### config.mk
export PLATFORM = sky130hd
export DESIGN_NAME = mcast_replicator
export DESIGN_NICKNAME = d
export VERILOG_FILES = /design/src/rtl/noc_mcast_pkg.sv /design/src/rtl/mcast_sat_counter.sv /design/src/rtl/mcast_replicator.sv
export SDC_FILE = /design/constraint.sdc
export NUM_CORES = 1
export LEC_CHECK = 0
export ABC_AREA = 1
export CAP_MARGIN = 30
export CORE_AREA = 2 2 172 174
export DETAILED_ROUTE_END_ITERATION = 12
export DIE_AREA = 0 0 174 176
export GPL_TIMING_DRIVEN = 0
export PLACE_DENSITY = 0.66
export SLEW_MARGIN = 10
export SYNTH_ARGS = -nofsm -noshare
export SYNTH_HDL_FRONTEND = slang
export SYNTH_HIERARCHICAL = 1
export SYNTH_SLANG_ARGS = --single-unit
### constraint.sdc
create_clock -name clk -period 3.48 [get_ports clk]
set_input_delay 0.696 -clock clk [delete_from_list [all_inputs] [get_ports clk]]
set_output_delay 0.696 -clock clk [all_outputs]
set_load 0.02 [all_outputs]
### src/rtl/noc_mcast_pkg.sv
`default_nettype none
// ============================================================================
// Module  : noc_mcast_pkg
// Purpose : Shared definitions for the multicast replication stage. Provides
//           the output port indices, the default header bit positions, the
//           replicator state encoding and a multicast header builder.
// Ports   : none (package)
// Rev     : 1.0  initial release
// ============================================================================
package noc_mcast_pkg;

  // Output port indices; port p drives destination mask bit p.
  localparam int P_N = 0;
  localparam int P_E = 1;
  localparam int P_S = 2;
  localparam int P_W = 3;
  localparam int P_L = 4;

  // Default header layout for a 64-bit flit with a 5-port mask.
  localparam int MCAST_FLAG_BIT_DEF = 31;
  localparam int MCAST_MASK_LSB_DEF = 26;

  typedef enum logic [0:0] {
    ST_IDLE = 1'b0,
    ST_HOLD = 1'b1
  } state_e;

  // Builds a default-layout multicast header: flag set, mask in the mask
  // field, destination in the low 26 bits, upper bits zero.
  function automatic logic [63:0] mk_mcast_hdr(input logic [4:0]  mask,
                                               input logic [25:0] dest);
    logic [63:0] hdr;
    hdr = '0;
    hdr[25:0] = dest;
    hdr[MCAST_MASK_LSB_DEF +: 5] = mask;
    hdr[MCAST_FLAG_BIT_DEF] = 1'b1;
    return hdr;
  endfunction

endpackage
`default_nettype wire

### src/rtl/mcast_sat_counter.sv
`default_nettype none
// ============================================================================
// Module  : mcast_sat_counter
// Purpose : Statistics counter that increments on enable and sticks at
//           all-ones instead of wrapping.
// Ports   : clk    - clock
//           rst    - asynchronous active-high reset
//           inc_i  - increment enable
//           cnt_o  - current count
// Rev     : 1.0  initial release
// ============================================================================
module mcast_sat_counter #(
  parameter int CNT_W = 16
) (
  input  logic             clk,
  input  logic             rst,
  input  logic             inc_i,
  output logic [CNT_W-1:0] cnt_o
);

  logic [CNT_W-1:0] cnt_q;

  always_ff @(posedge clk or posedge rst) begin
    if (rst) begin
      cnt_q <= '0;
    end else if (inc_i && (cnt_q != {CNT_W{1'b1}})) begin
      cnt_q <= cnt_q + CNT_W'(1);
    end
  end

  assign cnt_o = cnt_q;

endmodule
`default_nettype wire

### src/rtl/mcast_replicator.sv
`default_nettype none
// ============================================================================
// Module  : mcast_replicator
// Purpose : Captures one flit, derives its destination mask (multicast header
//           field or unicast one-hot) and replicates it to every selected
//           output, either atomically or as a per-port fork.
// Ports   : clk, rst              - clock, asynchronous active-high reset
//           in_flit/in_valid/in_ready - input flit handshake
//           uni_mask              - one-hot route for unicast flits
//           out_flit/out_valid/out_ready - per-port output handshakes
//           busy                  - a flit is held
//           stall_err             - sticky watchdog error
//           mcast_cnt, drop_cnt   - saturating statistics
// Rev     : 1.0  initial release
// ============================================================================
module mcast_replicator
  import noc_mcast_pkg::*;
#(
  parameter int FLIT_W         = 64,
  parameter int NPORTS         = 5,
  parameter int MCAST_FLAG_BIT = MCAST_FLAG_BIT_DEF,
  parameter int MCAST_MASK_LSB = MCAST_MASK_LSB_DEF,
  parameter int ENABLE_MCAST   = 1,
  parameter int CLEAR_ON_SEND  = 1,
  parameter int ATOMIC         = 1,
  parameter int CNT_W          = 16,
  parameter int STALL_LIMIT    = 1024
) (
  input  logic                     clk,
  input  logic                     rst,
  input  logic [FLIT_W-1:0]        in_flit,
  input  logic                     in_valid,
  output logic                     in_ready,
  input  logic [NPORTS-1:0]        uni_mask,
  output logic [NPORTS*FLIT_W-1:0] out_flit,
  output logic [NPORTS-1:0]        out_valid,
  input  logic [NPORTS-1:0]        out_ready,
  output logic                     busy,
  output logic                     stall_err,
  output logic [CNT_W-1:0]         mcast_cnt,
  output logic [CNT_W-1:0]         drop_cnt
);

  localparam int                 STALL_W   = $clog2(STALL_LIMIT + 1);
  localparam logic [STALL_W-1:0] STALL_MAX = STALL_W'(STALL_LIMIT);

  state_e              state_q, state_d;
  logic [FLIT_W-1:0]   hold_q, hold_d;
  logic [NPORTS-1:0]   pend_q, pend_d;
  logic [STALL_W-1:0]  stall_q, stall_d;
  logic                err_q, err_d;

  logic                is_mc;
  logic [NPORTS-1:0]   sel_mask;
  logic [NPORTS-1:0]   fire;
  logic                hold_st;
  logic                done;
  logic                accept;
  logic                mc_inc;
  logic                drop_inc;

  always_comb begin
    state_d   = state_q;
    hold_d    = hold_q;
    pend_d    = pend_q;
    stall_d   = stall_q;
    err_d     = err_q;
    out_valid = '0;

    is_mc    = (ENABLE_MCAST != 0) && in_flit[MCAST_FLAG_BIT];
    sel_mask = is_mc ? in_flit[MCAST_MASK_LSB +: NPORTS] : uni_mask;
    hold_st  = (state_q == ST_HOLD);

    // Atomic issue waits until every pending port is ready at once, so a
    // partial transfer can never happen.
    if (hold_st) begin
      if (ATOMIC != 0) begin
        out_valid = (&(out_ready | ~pend_q)) ? pend_q : '0;
      end else begin
        out_valid = pend_q;
      end
    end

    fire     = out_valid & out_ready;
    done     = hold_st && ((pend_q & ~fire) == '0);
    in_ready = !hold_st || done;
    accept   = in_valid && in_ready;
    mc_inc   = accept && is_mc && (sel_mask != '0);
    drop_inc = accept && (sel_mask == '0);

    if (hold_st) begin
      pend_d = pend_q & ~fire;
      if (done) begin
        state_d = ST_IDLE;
        stall_d = '0;
      end else if (stall_q != STALL_MAX) begin
        stall_d = stall_q + STALL_W'(1);
      end
    end
    if (stall_d == STALL_MAX) begin
      err_d = 1'b1;
    end

    // A new flit replaces the finished one in the same cycle (full rate).
    if (accept && (sel_mask != '0)) begin
      state_d = ST_HOLD;
      pend_d  = sel_mask;
      hold_d  = in_flit;
      if ((CLEAR_ON_SEND != 0) && is_mc) begin
        hold_d[MCAST_FLAG_BIT] = 1'b0;
      end
    end
  end

  always_ff @(posedge clk or posedge rst) begin
    if (rst) begin
      state_q <= ST_IDLE;
      hold_q  <= '0;
      pend_q  <= '0;
      stall_q <= '0;
      err_q   <= 1'b0;
    end else begin
      state_q <= state_d;
      hold_q  <= hold_d;
      pend_q  <= pend_d;
      stall_q <= stall_d;
      err_q   <= err_d;
    end
  end

  assign out_flit  = {NPORTS{hold_q}};
  assign busy      = (state_q == ST_HOLD);
  assign stall_err = err_q;

  mcast_sat_counter #(.CNT_W(CNT_W)) u_mcast_cnt (
    .clk   (clk),
    .rst   (rst),
    .inc_i (mc_inc),
    .cnt_o (mcast_cnt)
  );

  mcast_sat_counter #(.CNT_W(CNT_W)) u_drop_cnt (
    .clk   (clk),
    .rst   (rst),
    .inc_i (drop_inc),
    .cnt_o (drop_cnt)
  );

endmodule
`default_nettype wire

# Word-level counts from Yosys, hierarchy flattened
# Cells that the tools add are included.
dict set report op_classes {
  n_reduce_logical 15
  bitwise_logic 5
  n_mux 11
  eq_ne 4
  add_sub_neg 3
}
# operator n
set op_table {}
lappend op_table {{two-way mux 11 bit} 3}
lappend op_table {{adder 16 x 1 -> 16 bit (second input constant)} 2}
lappend op_table {{!= test 16 bit (second input constant)} 2}
lappend op_table {{two-way mux 5 bit} 5}
lappend op_table {{adder 11 x 1 -> 11 bit (second input constant)} 1}
lappend op_table {{== test 11 bit (second input constant)} 1}
lappend op_table {{!= test 11 bit (second input constant)} 1}
lappend op_table {{AND 5 bit} 2}
lappend op_table {{zero test 5 bit} 2}
lappend op_table {{inverter 5 bit} 2}
lappend op_table {{logical AND 1 bit} 8}
lappend op_table {{OR 5 bit} 1}
lappend op_table {{AND reduction 5 bit} 1}
lappend op_table {{nonzero test 5 bit} 1}
lappend op_table {{two-way mux 1 bit} 3}
lappend op_table {{nonzero test 2 bit} 1}
lappend op_table {{zero test 1 bit} 1}
lappend op_table {{logical OR 1 bit} 1}
dict set report word_totals {
  out_inout_bits 360
  wordCells 45
  input_bits 77
  regBits 113
}

# Depth between registers and ports, before layout
# Gate-level depths: netlist of the first run.
dict set report depth {
  word_depth 15
  ltp_mapped 20
  ltp_nobuf 18
}

# Hierarchy
# The synthesis of the first run kept the hierarchy.
# module n_inst cells_per_inst area_per_inst_um2
set by_module_without_submodules {}
lappend by_module_without_submodules {mcast_replicator 1 761 5839.4}
lappend by_module_without_submodules {mcast_sat_counter 2 150 1069.8}

# Worst setup path after synthesis of the first run
# OpenSTA, ideal clock, no wires.
dict set report synth_timing {
  path_type {input -> register}
  startpoint {input port out_ready[2]}
  endpoint {register u_drop_cnt.cnt_q[13], in the netlist u_drop_cnt/cnt_o[13]}
  path_slack_ns 0.831
  arrival_time_ns 2.536
  cell_stages 19
  path_cell_list {inv_1 nand2_1 nand2_1 nor2_1 nand2_1 buf_2 nand2_1 nand3_1 o21ai_4 buf_2 nand2_1 nor2_1 inv_1 nor2_1 nand2_1 nor2_1 nand3_1 nand2_1 inv_1}
}
dict set report synth_via {
  elab_chain_cells 13
}
# item line_no
set synth_lines {}
lappend synth_lines {{from (decl)} mcast_replicator.sv:37} ;# input logic [NPORTS-1:0] out_ready,
lappend synth_lines {{OR 5 bit} mcast_replicator.sv:78} ;# out_valid = (&(out_ready | ~pend_q)) ? pend_q : '0;
lappend synth_lines {{AND reduction 5 bit} mcast_replicator.sv:78}
lappend synth_lines {{two-way mux 5 bit} mcast_replicator.sv:78}
lappend synth_lines {{two-way mux 5 bit} mcast_replicator.sv:76} ;# if (hold_st) begin
lappend synth_lines {{AND 5 bit *} mcast_replicator.sv:84} ;# fire = out_valid & out_ready;
lappend synth_lines {{inverter 5 bit *} mcast_replicator.sv:85} ;# done = hold_st && ((pend_q & ~fire) == '0);
lappend synth_lines {{AND 5 bit *} mcast_replicator.sv:85}
lappend synth_lines {{zero test 5 bit *} mcast_replicator.sv:85}
lappend synth_lines {{logical AND 1 bit *} mcast_replicator.sv:85}
lappend synth_lines {{logical OR 1 bit *} mcast_replicator.sv:86} ;# in_ready = !hold_st || done;
lappend synth_lines {{named net in_ready} mcast_replicator.sv:33} ;# output logic in_ready,
lappend synth_lines {{logical AND 1 bit *} mcast_replicator.sv:87} ;# accept = in_valid && in_ready;
lappend synth_lines {{logical AND 1 bit *} mcast_replicator.sv:89} ;# drop_inc = accept && (sel_mask == '0);
lappend synth_lines {{named net drop_inc} mcast_replicator.sv:60} ;# logic drop_inc;
lappend synth_lines {{logical AND 1 bit *} mcast_sat_counter.sv:26} ;# end else if (inc_i && (cnt_q != {CNT_W{1'b1}})) begin
lappend synth_lines {{to (signal assigned)} mcast_sat_counter.sv:27} ;# cnt_q <= cnt_q + CNT_W'(1);
lappend synth_lines {{to (decl)} mcast_sat_counter.sv:21} ;# logic [CNT_W-1:0] cnt_q;
# The timed path passes the listed nets; every way through them passes the cells marked *.
# A chain may end at the register's enable or synchronous reset.

# Worst setup path after layout of the first run
dict set report layout_timing {
  startpoint {input port in_flit[31]}
  endpoint {register u_drop_cnt.cnt_q[0], in the netlist u_drop_cnt/cnt_o[0]}
}
dict set report layout_via {
  elab_chain_cells 4
}
# item line_no
set layout_lines {}
lappend layout_lines {{from (decl)} mcast_replicator.sv:31} ;# input logic [FLIT_W-1:0] in_flit,
lappend layout_lines {{two-way mux 5 bit} mcast_replicator.sv:71} ;# sel_mask = is_mc ? in_flit[MCAST_MASK_LSB +: NPORTS] : uni_mask;
lappend layout_lines {{zero test 5 bit} mcast_replicator.sv:89}
lappend layout_lines {{logical AND 1 bit} mcast_replicator.sv:89}
lappend layout_lines {{named net drop_inc} mcast_replicator.sv:60}
lappend layout_lines {{logical AND 1 bit} mcast_sat_counter.sv:26}
# The timed path passes the listed nets, and every way through them passes these cells.

==> flow_summary.yaml, run 1 <==
power_and_ir_drop:
  power.net_switching_uw: 6290
  power.ir.vdd_worst_uv: 486
  internal_power_uw: 8180
  p_clk_frac: 0.121
  power.share.switching: 0.434
  comb_power_share: 0.694
  sequentialPowerShare: 0.185
  power_density_nw_per_um2: 1080
  total_leakage_power_uw: 0.00640
synthesis:
  ffs_w_async_s_r_synth: 1.00
  post-synth-top-area-fraction: 0.354
  synth_top_area_cell: "sky130_fd_sc_hd__dfrtp_1"
  syn_avg_cell_area_um2: 7.52
  synth.top_cells.by_area: "sky130_fd_sc_hd__dfrtp_1, sky130_fd_sc_hd__buf_4, sky130_fd_sc_hd__nand2_1, sky130_fd_sc_hd__nand4_1, sky130_fd_sc_hd__inv_1"
  yosysSeqAreaShare: 0.354
  ys.warnings.count: 6
  postSynthCellCount: 1061
  yosys_most_used_dff: "sky130_fd_sc_hd__dfrtp_1"
  yosys_cell_types: 28
  synth.ff_latch_count: 113
  post_synth_instance_area_um2: 7980
  synth-edff-count: 0
sta:
  timing_limited_maximum_frequency_ghz: 0.306
  final.min_clock_period_ns: 3.27
  timing.final.crit_share: 0.941
  finalSetupTns_ns: 0
  rsz0062_at_grt: "yes"
  hold_viol: 0
  relSlewSlack: 0.522
  worst-slew-pin-transition_ns: 0.717
  fin_skew_ns: 0.0133
  setup_violations: 0
  final_max_slew_viol_count: 0
worst_hold_path:
  worstHoldEndpoint: "stall_err"
  min_delay_path_depth: 2
  hp-class: "flip-flop to flip-flop"
  hold_path_startpoint: "stall_err"
place:
  placed_cells_incl_taps: 1880
  port-buffer-count: 430
  post_dp_cell_area_um2: 12800
  dp_hpwl_um: 22300
  gp_routability_congestion: 0.889
setup_path:
  timing.critical_path.max_delay_family: "simple AND/OR/NAND/NOR gates"
  timing.critical_path.fanout_max: 10
  critPathLaunch: "in_flit[31]"
  ff2ff_setup_slack_ns: 0.48
  worst-r2r-cell-count: 19
  critical_path_start_type: "primary input"
  critical_path.endpoint_type: "flip-flop"
  worst_path_slowest_cell: "sky130_fd_sc_hd__nor4_2"
  cpMostUsedCell: "sky130_fd_sc_hd__nand2_1"
  worst-path-buf-inv: 5
  worstSetupPathType: "primary input to flip-flop"
  worst-endpoint-arrival_ns: 3.62
  worst_path_largest_cell_delay_ns: 0.47
  r2r_end: "u_mcast_cnt/cnt_o[13]"
  cp_cell_sequence: "dlygate4sd2_1 > inv_1 > nand2_1 > nand2_1 > nor4_2 > nand2_2 > clkbuf_1 > nor2_1 > inv_1 > nor2_4 > buf_8 > nand2_1 > nand2_1"
  worstPathRequired_ns: 3.83
  r2r-start: "busy"
die:
  die_area_um2: 30600
  core_area_um2: 28500
  top_level_ports: 437
  num_rows: 62
  fp.dieH_um: 176
  chipWidth_um: 174
  initial_utilization: 0.279
final_layout:
  finish.cell_count_without_fillers: 1913
  nets: 1597
  layout.filler_cells: 2844
  postLayoutCellArea_um2: 13500
  post_route_cells_drive_above_1_share: 0.235
  area_growth_syn_to_layout_pct: 68.6
  total_inserted_antenna_cells: 0
global_route:
  via_count_of_the_first_global_routing_pass: 7631
  grt_overflow: 0
  grt_max_degree: 49
  grt_use_total: 0.180
  grt_first_pass_wirelength_um: 43600
  antenna_violations_before_repair: 0
clock_tree:
  clockBufferDepth: 2
  clock-root-buffer: "sky130_fd_sc_hd__clkbuf_16"
  cts_inserted_buffers: 17
  tritoncts_num_sinks: 113
  clock_tree.htree_level_count: 4
  hold_buf_cts: 0
  path_clk_slew_ns: 0.06
  worstSkewPairLatency_ns: 0.42
  cts_tree: "done"
route:
  per_cell_routed_wire_length_um: 14.7
  finalWirelength_um: 28200
  vias_per_cell: 4.21
  detailroute.via_count: 8052
  first_pass_iters: 8
  route.detailed.drc: 0
  drt_iter0_drc: 385
  ant_nets: 0
job:
  maxCapViolations: 0
outcome:
  status: "finished clean"
registers in the layout, indices dropped and copies added (netlist names):
signal and cells:
stall_err 1, stall_q 11, pend_q 5, busy 1, u_mcast_cnt/cnt_o 16, u_drop_cnt/cnt_o 16
hold_q 63
cells in the mapped netlist, drive strengths merged (4+ instances only):
| cell type | n |
|---|---|
| buf | 278 |
| clkbuf | 16 |
| dfrtp | 113 |
| ha | 4 |
| inv | 66 |
| nand2 | 336 |
| nand3 | 47 |
| nand3b | 5 |
| nand4 | 81 |
| nor2 | 78 |
| o21ai | 23 |
| xnor2 | 5 |
| xor2 | 5 |
through the flow:
| stage | hold WS, ns | total power [uW] | utilization | setup slack, ns |
|---|---|---|---|---|
| after global routing | 0.509 | 15300 | 0.471 | -0.00454 |
| after global placement | 0.448 | 12600 | 0.448 | -0.981 |
| after detailed placement | 0.467 | 12800 | 0.449 | -0.735 |
| after floorplan | 0.532 | 8180 | - | 0.704 |
| after CTS | 0.481 | 14600 | 0.470 | 0.0209 |
| final | 0.475 | 14500 | 0.471 | 0.207 |
power groups by stage:
stage	logic [uW]	registers, uW	clock network [uW]
6_report	10000	2680	1760
5_1_grt	10600	2800	1860
4_1_cts	10100	2710	1800
3_5_place_dp	10100	2710	0
3_3_place_gp	9940	2690	0
2_1_floorplan	5210	2980	0
placed cells by master (no fill, tap or decap), types with 3 or more instances in the layout:
cell type	synthesis	routed
sky130_fd_sc_hd__o21ai_2	12	12
sky130_fd_sc_hd__inv_2	3	3
sky130_fd_sc_hd__inv_6	0	4
sky130_fd_sc_hd__xnor2_1	5	5
sky130_fd_sc_hd__ha_1	4	4
sky130_fd_sc_hd__dlymetal6s2s_1	0	5
sky130_fd_sc_hd__buf_2	16	14
sky130_fd_sc_hd__o21ai_1	8	8
sky130_fd_sc_hd__conb_1	1	5
sky130_fd_sc_hd__buf_8	2	3
sky130_fd_sc_hd__nand3_1	46	46
sky130_fd_sc_hd__buf_1	3	3
sky130_fd_sc_hd__clkdlybuf4s50_1	0	423
sky130_fd_sc_hd__dfrtp_1	113	113
sky130_fd_sc_hd__nand4_1	81	81
sky130_fd_sc_hd__clkbuf_1	16	15
sky130_fd_sc_hd__buf_4	257	257
sky130_fd_sc_hd__nand2_1	324	323
sky130_fd_sc_hd__inv_1	63	62
sky130_fd_sc_hd__clkbuf_16	0	17
sky130_fd_sc_hd__clkinvlp_4	0	5
sky130_fd_sc_hd__xor2_1	5	5
sky130_fd_sc_hd__nor2_1	62	61
sky130_fd_sc_hd__nor2_4	10	11
sky130_fd_sc_hd__nand3b_1	5	5
sky130_fd_sc_hd__nor2_2	6	6
sky130_fd_sc_hd__nand2_2	12	13
worst reg2reg max path: stages, from the launching register on:
cell and delay [ns]:
sky130_fd_sc_hd__dfrtp_1 0.35, sky130_fd_sc_hd__buf_2 0.20, sky130_fd_sc_hd__inv_2 0.12, sky130_fd_sc_hd__nor2_1 0.12
sky130_fd_sc_hd__nand2_1 0.07, sky130_fd_sc_hd__buf_2 0.19, sky130_fd_sc_hd__nand2_1 0.14, sky130_fd_sc_hd__nand3_1 0.13
sky130_fd_sc_hd__o21ai_4 0.22, sky130_fd_sc_hd__buf_6 0.20, sky130_fd_sc_hd__nand3_4 0.18, sky130_fd_sc_hd__buf_8 0.22
sky130_fd_sc_hd__nor2_4 0.13, sky130_fd_sc_hd__inv_1 0.13, sky130_fd_sc_hd__nor2_1 0.12, sky130_fd_sc_hd__nand2_1 0.06
sky130_fd_sc_hd__nor2_1 0.14, sky130_fd_sc_hd__nand3_1 0.09, sky130_fd_sc_hd__nand2_1 0.07, sky130_fd_sc_hd__inv_1 0.04
cell families after synthesis:
logic type	after synthesis	synth area share
and+or+nand+nor	548	0.309
buffers and inverters	360	0.296
DFF	113	0.354
AOI/OAI and AO/OA	24	0.0221
xor gates and xnor gates	10	0.0110
adders and majority gates	4	0.00627
other	1	0.000470
muxes	1	0.00125
final cells by class:
cell class / instances / area [um^2] / share of cell area
repair buffers: 432 / 4350 / 0.323
multi-input cells: 592 / 2830 / 0.210
flip-flops and latches: 113 / 2830 / 0.210
plain buffers: 294 / 2130 / 0.158
well taps: 384 / 480 / 0.0357
clock buffers: 17 / 425 / 0.0316
inverters: 66 / 250 / 0.0186
clock inverters: 15 / 160 / 0.0119
per-layer routing:
layer / GRT usage / wire, um / vias up
met5: 0 / 0 / -
met4: 0.0427 / 427 / 0
met3: 0.0444 / 1760 / 19
met2: 0.322 / 14400 / 294
met1: 0.219 / 11600 / 3724
li1: - / - / 4015
how the worst max path moves through the flow:
| stage | end | slack, ns | depth (start not counted) |
|---|---|---|---|
| final | u_drop_cnt/cnt_o[0] | 0.21 | 13 |
| after CTS | u_mcast_cnt/cnt_o[13] | 0.02 | 21 |
| after detailed placement | u_drop_cnt/cnt_o[0] | -0.73 | 13 |
| after global placement | hold_q[56] | -0.98 | 2 |
| after global routing | u_mcast_cnt/cnt_o[13] | -0.005 | 21 |
| after floorplan | busy | 0.70 | 1 |
what timing repair did:
action | 4_1_cts | 5_1_grt
resized for setup | 6 | 16
buffers inserted | 1 | 0
endpoints found under the setup margin | 42 | 20
pin swaps | 1 | 1
(Power assumes the default switching activity.)
==> inputs of run 2 (changes only) <==
- HOLD_SLACK_MARGIN: not set -> 0.15
==> results of run 2 <==
Final layout, timing and power as in run 1 (identical DEF).
